**src/rtl/rd_ptr_empty.sv**
```systemverilog
// Read-domain pointer, Gray pointer, empty/almost-empty, occupancy, underflow.
// Ports: clk, rst_n, rd_en, wq2_wptr_gray in; rd_addr, rd_ptr_gray, empty, almost_empty, rd_count, underflow out.
module rd_ptr_empty #(
  parameter int DEPTH     = 8,
  parameter int ADDR_W    = 3,
  parameter int AE_THRESH = 1
) (
  input  logic              clk,
  input  logic              rst_n,
  input  logic              rd_en,
  input  logic [ADDR_W:0]   wq2_wptr_gray,
  output logic [ADDR_W-1:0] rd_addr,
  output logic [ADDR_W:0]   rd_ptr_gray,
  output logic              empty,
  output logic              almost_empty,
  output logic [ADDR_W:0]   rd_count,
  output logic              underflow
);

  localparam int PW = ADDR_W + 1;
  localparam logic [PW-1:0] AE_T = PW'(AE_THRESH);

  if (DEPTH != (1 << ADDR_W)) begin : g_bad_depth
    $error("rd_ptr_empty: DEPTH must equal 2**ADDR_W");
  end

  logic [PW-1:0] rbin_q, rbin_d;
  logic [PW-1:0] gray_q, gray_d;
  logic [PW-1:0] cnt_q, cnt_d;
  logic [PW-1:0] wbin;
  logic          empty_q, empty_d;
  logic          ae_q, ae_d;
  logic          uf_q, uf_d;
  logic          rd_fire;

  // Gray-to-binary: bit i is the XOR of all Gray bits at or above i.
  always_comb begin
    wbin = '0;
    for (int i = 0; i < PW; i++) begin
      wbin[i] = ^(wq2_wptr_gray >> i);
    end
  end

  assign rd_fire = rd_en & ~empty_q;

  always_comb begin
    rbin_d  = rbin_q + {{ADDR_W{1'b0}}, rd_fire};
    gray_d  = rbin_d ^ (rbin_d >> 1);
    // Flags use the post-read pointer and the current sampled write pointer.
    empty_d = (gray_d == wq2_wptr_gray);
    cnt_d   = wbin - rbin_d;
    ae_d    = (cnt_d <= AE_T);
    uf_d    = uf_q | (rd_en & empty_q);
  end

  always_ff @(posedge clk or negedge rst_n) begin
    if (!rst_n) begin
      rbin_q  <= '0;
      gray_q  <= '0;
      cnt_q   <= '0;
      empty_q <= 1'b1;
      ae_q    <= 1'b1;
      uf_q    <= 1'b0;
    end else begin
      rbin_q  <= rbin_d;
      gray_q  <= gray_d;
      cnt_q   <= cnt_d;
      empty_q <= empty_d;
      ae_q    <= ae_d;
      uf_q    <= uf_d;
    end
  end

  assign rd_addr      = rbin_q[ADDR_W-1:0];
  assign rd_ptr_gray  = gray_q;
  assign empty        = empty_q;
  assign almost_empty = ae_q;
  assign rd_count     = cnt_q;
  assign underflow    = uf_q;

endmodule

```
**config.mk**
```make
export PLATFORM = sky130hd
export DESIGN_NAME = rd_ptr_empty
export DESIGN_NICKNAME = d
export VERILOG_FILES = /design/src/rtl/rd_ptr_empty.sv
export SDC_FILE = /design/constraint.sdc
export NUM_CORES = 1
export LEC_CHECK = 0
export ABC_CLOCK_PERIOD_IN_PS = 6650
export BUFFER_PORTS_ARGS = -buffer_cell sky130_fd_sc_hd__clkbuf_2
export CORE_UTILIZATION = 53
export DETAILED_ROUTE_END_ITERATION = 8
export PLACE_DENSITY = 0.84
export SETUP_SLACK_MARGIN = 0.4
export SYNTH_ARGS = -nofsm -noshare
export SYNTH_HDL_FRONTEND = slang
export SYNTH_SLANG_ARGS = --single-unit
```
**constraint.sdc**
```tcl
create_clock -name clk -period 6.65 [get_ports clk]
set_clock_uncertainty 0.05 [all_clocks]
set_input_delay 0.3325 -clock clk [delete_from_list [all_inputs] [get_ports clk]]
set_output_delay 0.3325 -clock clk [all_outputs]
set_load 0.005 [all_outputs]
```
==> results.sh <==
export IMPL_outcome="finished, violations left"
export IMPL_failed_checks="design-rule violations"
export IMPL_synth_nets=69
export IMPL_cts_tree="done"
export IMPL_synth_cell_types=23
export IMPL_drc=1
export IMPL_synth_main_ff_cell="dfrtp_1"
export IMPL_grt_start_max_net_pins=15
export IMPL_clk_latency_ns=0.29
export IMPL_post_drt_wl_per_cell_microns=12.3
export IMPL_start_util=0.563
export IMPL_setup_tns_ns=0
export IMPL_drt_vias_per_instance=5.10
export IMPL_nFillCells=102
export IMPL_drt_iter0_drc=5
export IMPL_cts_buffers=3
export IMPL_rsz0062_at_grt="false"
export IMPL_synth_top_area_share=0.410
export IMPL_p_leak_nw=0.452
export IMPL_firstDrtPassIters=6
export IMPL_wirelength_mm=1.18
export IMPL_ctsResizeCount=0
export IMPL_dp_hpwl_microns=908
export IMPL_synth_edf_count=0
export IMPL_worstPathRequired_ns=6.78
export IMPL_grt_ovfl_total=0
export IMPL_io_pins=21
export IMPL_yosysWarningCount=0
export IMPL_grt_pass1_vias=438
export IMPL_tightest_slew_ns=0.366
export IMPL_synth_top_cells_by_count="dfrtp_1, xnor2_1, inv_1"
export IMPL_crit_fanout=4
export IMPL_pwr_density_cell_nw_per_um2=553
export IMPL_root_buffer="clkbuf_4"
export IMPL_path_cells="nor2b_1 -> ha_1 -> ha_1 -> xnor2_1 -> ha_1 -> inv_1 -> a2111o_1 -> and4_4 -> or2_1"
export IMPL_min_path_type="in -> reg"
export IMPL_vias=490
export IMPL_yosysTopAreaCell="dfrtp_1"
export IMPL_cts_setup_buffers=0
export IMPL_max_stage_delay_ns=0.54
export IMPL_utilization=0.687
export IMPL_final_seq_area_sq_um=353
export IMPL_gp_congestion=0.754
export IMPL_die_width_microns=39.2
export IMPL_crit_path_frequent_cell="ha_1"
export IMPL_final_hold_viol_count=0
export IMPL_holdWs_ns=0.210
export IMPL_worstSetupEndpointType="flop"
export IMPL_h_tree_depth=1
export IMPL_drive_gt1_frac=0.383
export IMPL_crit_path_top_delay_cell="dfstp_2"
export IMPL_yosysMostFrequentCell="dfrtp_1"
export IMPL_areaGrowthSynthToFinish_pct=21.8
export IMPL_cp_arrival_ns=2.72
export IMPL_die_area_sq_um=1540
export IMPL_slew_viol_final=0
export IMPL_synth_cells=57
export IMPL_peakVddDrop_uv=263
export IMPL_min_period_over_period=0.389
export IMPL_multi_input_area_sq_um=353
export IMPL_synth_seq_cells=14
export IMPL_clockBufferDepth=2
export IMPL_clock_sinks=14
export IMPL_maxSlewHeadroom=0.754
export IMPL_setup_violations=0
export IMPL_max_freq_ghz=0.386
export IMPL_criticalPathCategory="reg -> reg"
export IMPL_gr_usage_all_layers=0.191
export IMPL_io_buffers=20
export IMPL_postCtsHoldBufs=1
export IMPL_die_height_microns=39.2
export IMPL_diodes=0
export IMPL_cp_start_kind="flop"
export IMPL_syn_area_sq_um=733
export IMPL_fin_nets=94
export IMPL_antenna_found_initial=0
export IMPL_clk_pin_slew_ns=0.09
export IMPL_rows=13
export IMPL_drv_cap=0
export IMPL_async_reset_ff_frac=1.00
export IMPL_ant_nets=0
export IMPL_grt_pass1_wl_mm=1.79
export IMPL_avgSynthCellArea_sq_um=12.9
export IMPL_yosysSeqAreaShare=0.481
export IMPL_synth_area_top_cells="dfrtp_1, xnor2_1, ha_1"
export IMPL_core_sq_um=1300
export IMPL_fin_crit_ns=2.59
export IMPL_p_total_uw=494
final cells by class:
cell class | count | share of cell area
inverter | 6 | 0.0252
multi-input combinational | 36 | 0.395
sequential | 14 | 0.395
tap | 15 | 0.0210
clock buffer | 4 | 0.0406
timing repair buffer | 21 | 0.123
state kept, by name (all words and copies together) (netlist names):
name          cells
almost_empty      1
rbin_q            3
rd_count          4
underflow         1
empty             1
rd_ptr_gray       4
worst paths after layout:
kind                                 from     endpoint  slack [ns]  cells after the start
worst max-delay path                empty  rd_count[3]        4.06                      9
worst min-delay path                rd_en    underflow        0.21                      2
worst max register to register      empty  rd_count[3]        4.06                      9
worst min register to register  underflow    underflow        0.41                      1
max in group asynchronous           rst_n        empty        5.83                      2
min in group asynchronous           rst_n    rbin_q[1]        0.42                      2
metal layers:
metal  track usage  vias up  part of all wire
li1              -      241                 -
met1         0.221      233              0.45
met2         0.292       13              0.49
met3        0.0520        3             0.042
met4         0.155        0             0.020
met5             0        -                 0
metrics by stage:
stage	std cells	cell area, sq um	worst slack [ns]
after CTS	96	893	4.05
final	96	893	4.06
after global routing	96	893	3.92
after floorplan	57	733	4.23
after detailed placement	91	847	4.08
after global placement	91	847	4.12
placed cells by master, fill, tap and decap left out, drive strengths merged:
| cell type | netlist | layout |
|---|---|---|
| nor2b | 1 | 1 |
| and3 | 2 | 2 |
| xnor3 | 1 | 1 |
| nand2 | 1 | 1 |
| o2111ai | 1 | 1 |
| a21oi | 1 | 1 |
| xnor2 | 10 | 10 |
| a2111o | 1 | 1 |
| and4 | 1 | 1 |
| dfstp | 2 | 2 |
| ha | 5 | 5 |
| a21boi | 1 | 1 |
| mux2i | 1 | 1 |
| nand2b | 1 | 1 |
| inv | 6 | 6 |
| dlygate4sd3 | 0 | 1 |
| a31oi | 2 | 2 |
| nor4 | 1 | 1 |
| or2 | 1 | 1 |
| dfrtp | 12 | 12 |
| a21o | 1 | 1 |
| clkbuf | 0 | 24 |
| xor2 | 3 | 3 |
| xor3 | 1 | 1 |
power by group:
group          internal (mW)  switching, mW
sequential             0.132         0.0184
clock                 0.0334         0.0292
combinational          0.143          0.139
worst max-delay path: cells and delay by family (launching register included):
kind                       cells  cell delay, ns
adders and majority gates      3            0.69
DFF                            1            0.54
and+or+nand+nor                3            0.44
AOI/OAI and AO/OA              1            0.36
xor gates and xnor gates       1            0.35
buffers and inverters          1            0.05
cells by family after synthesis:
family,after synthesis,synth area share
xor+xnor,15,0.225
fa+ha+maj,5,0.0853
compound gates,7,0.0768
simple gates,8,0.0802
flops,14,0.481
mux,1,0.0137
buf+inv,7,0.0375
Power figures use the tool's default switching activity.
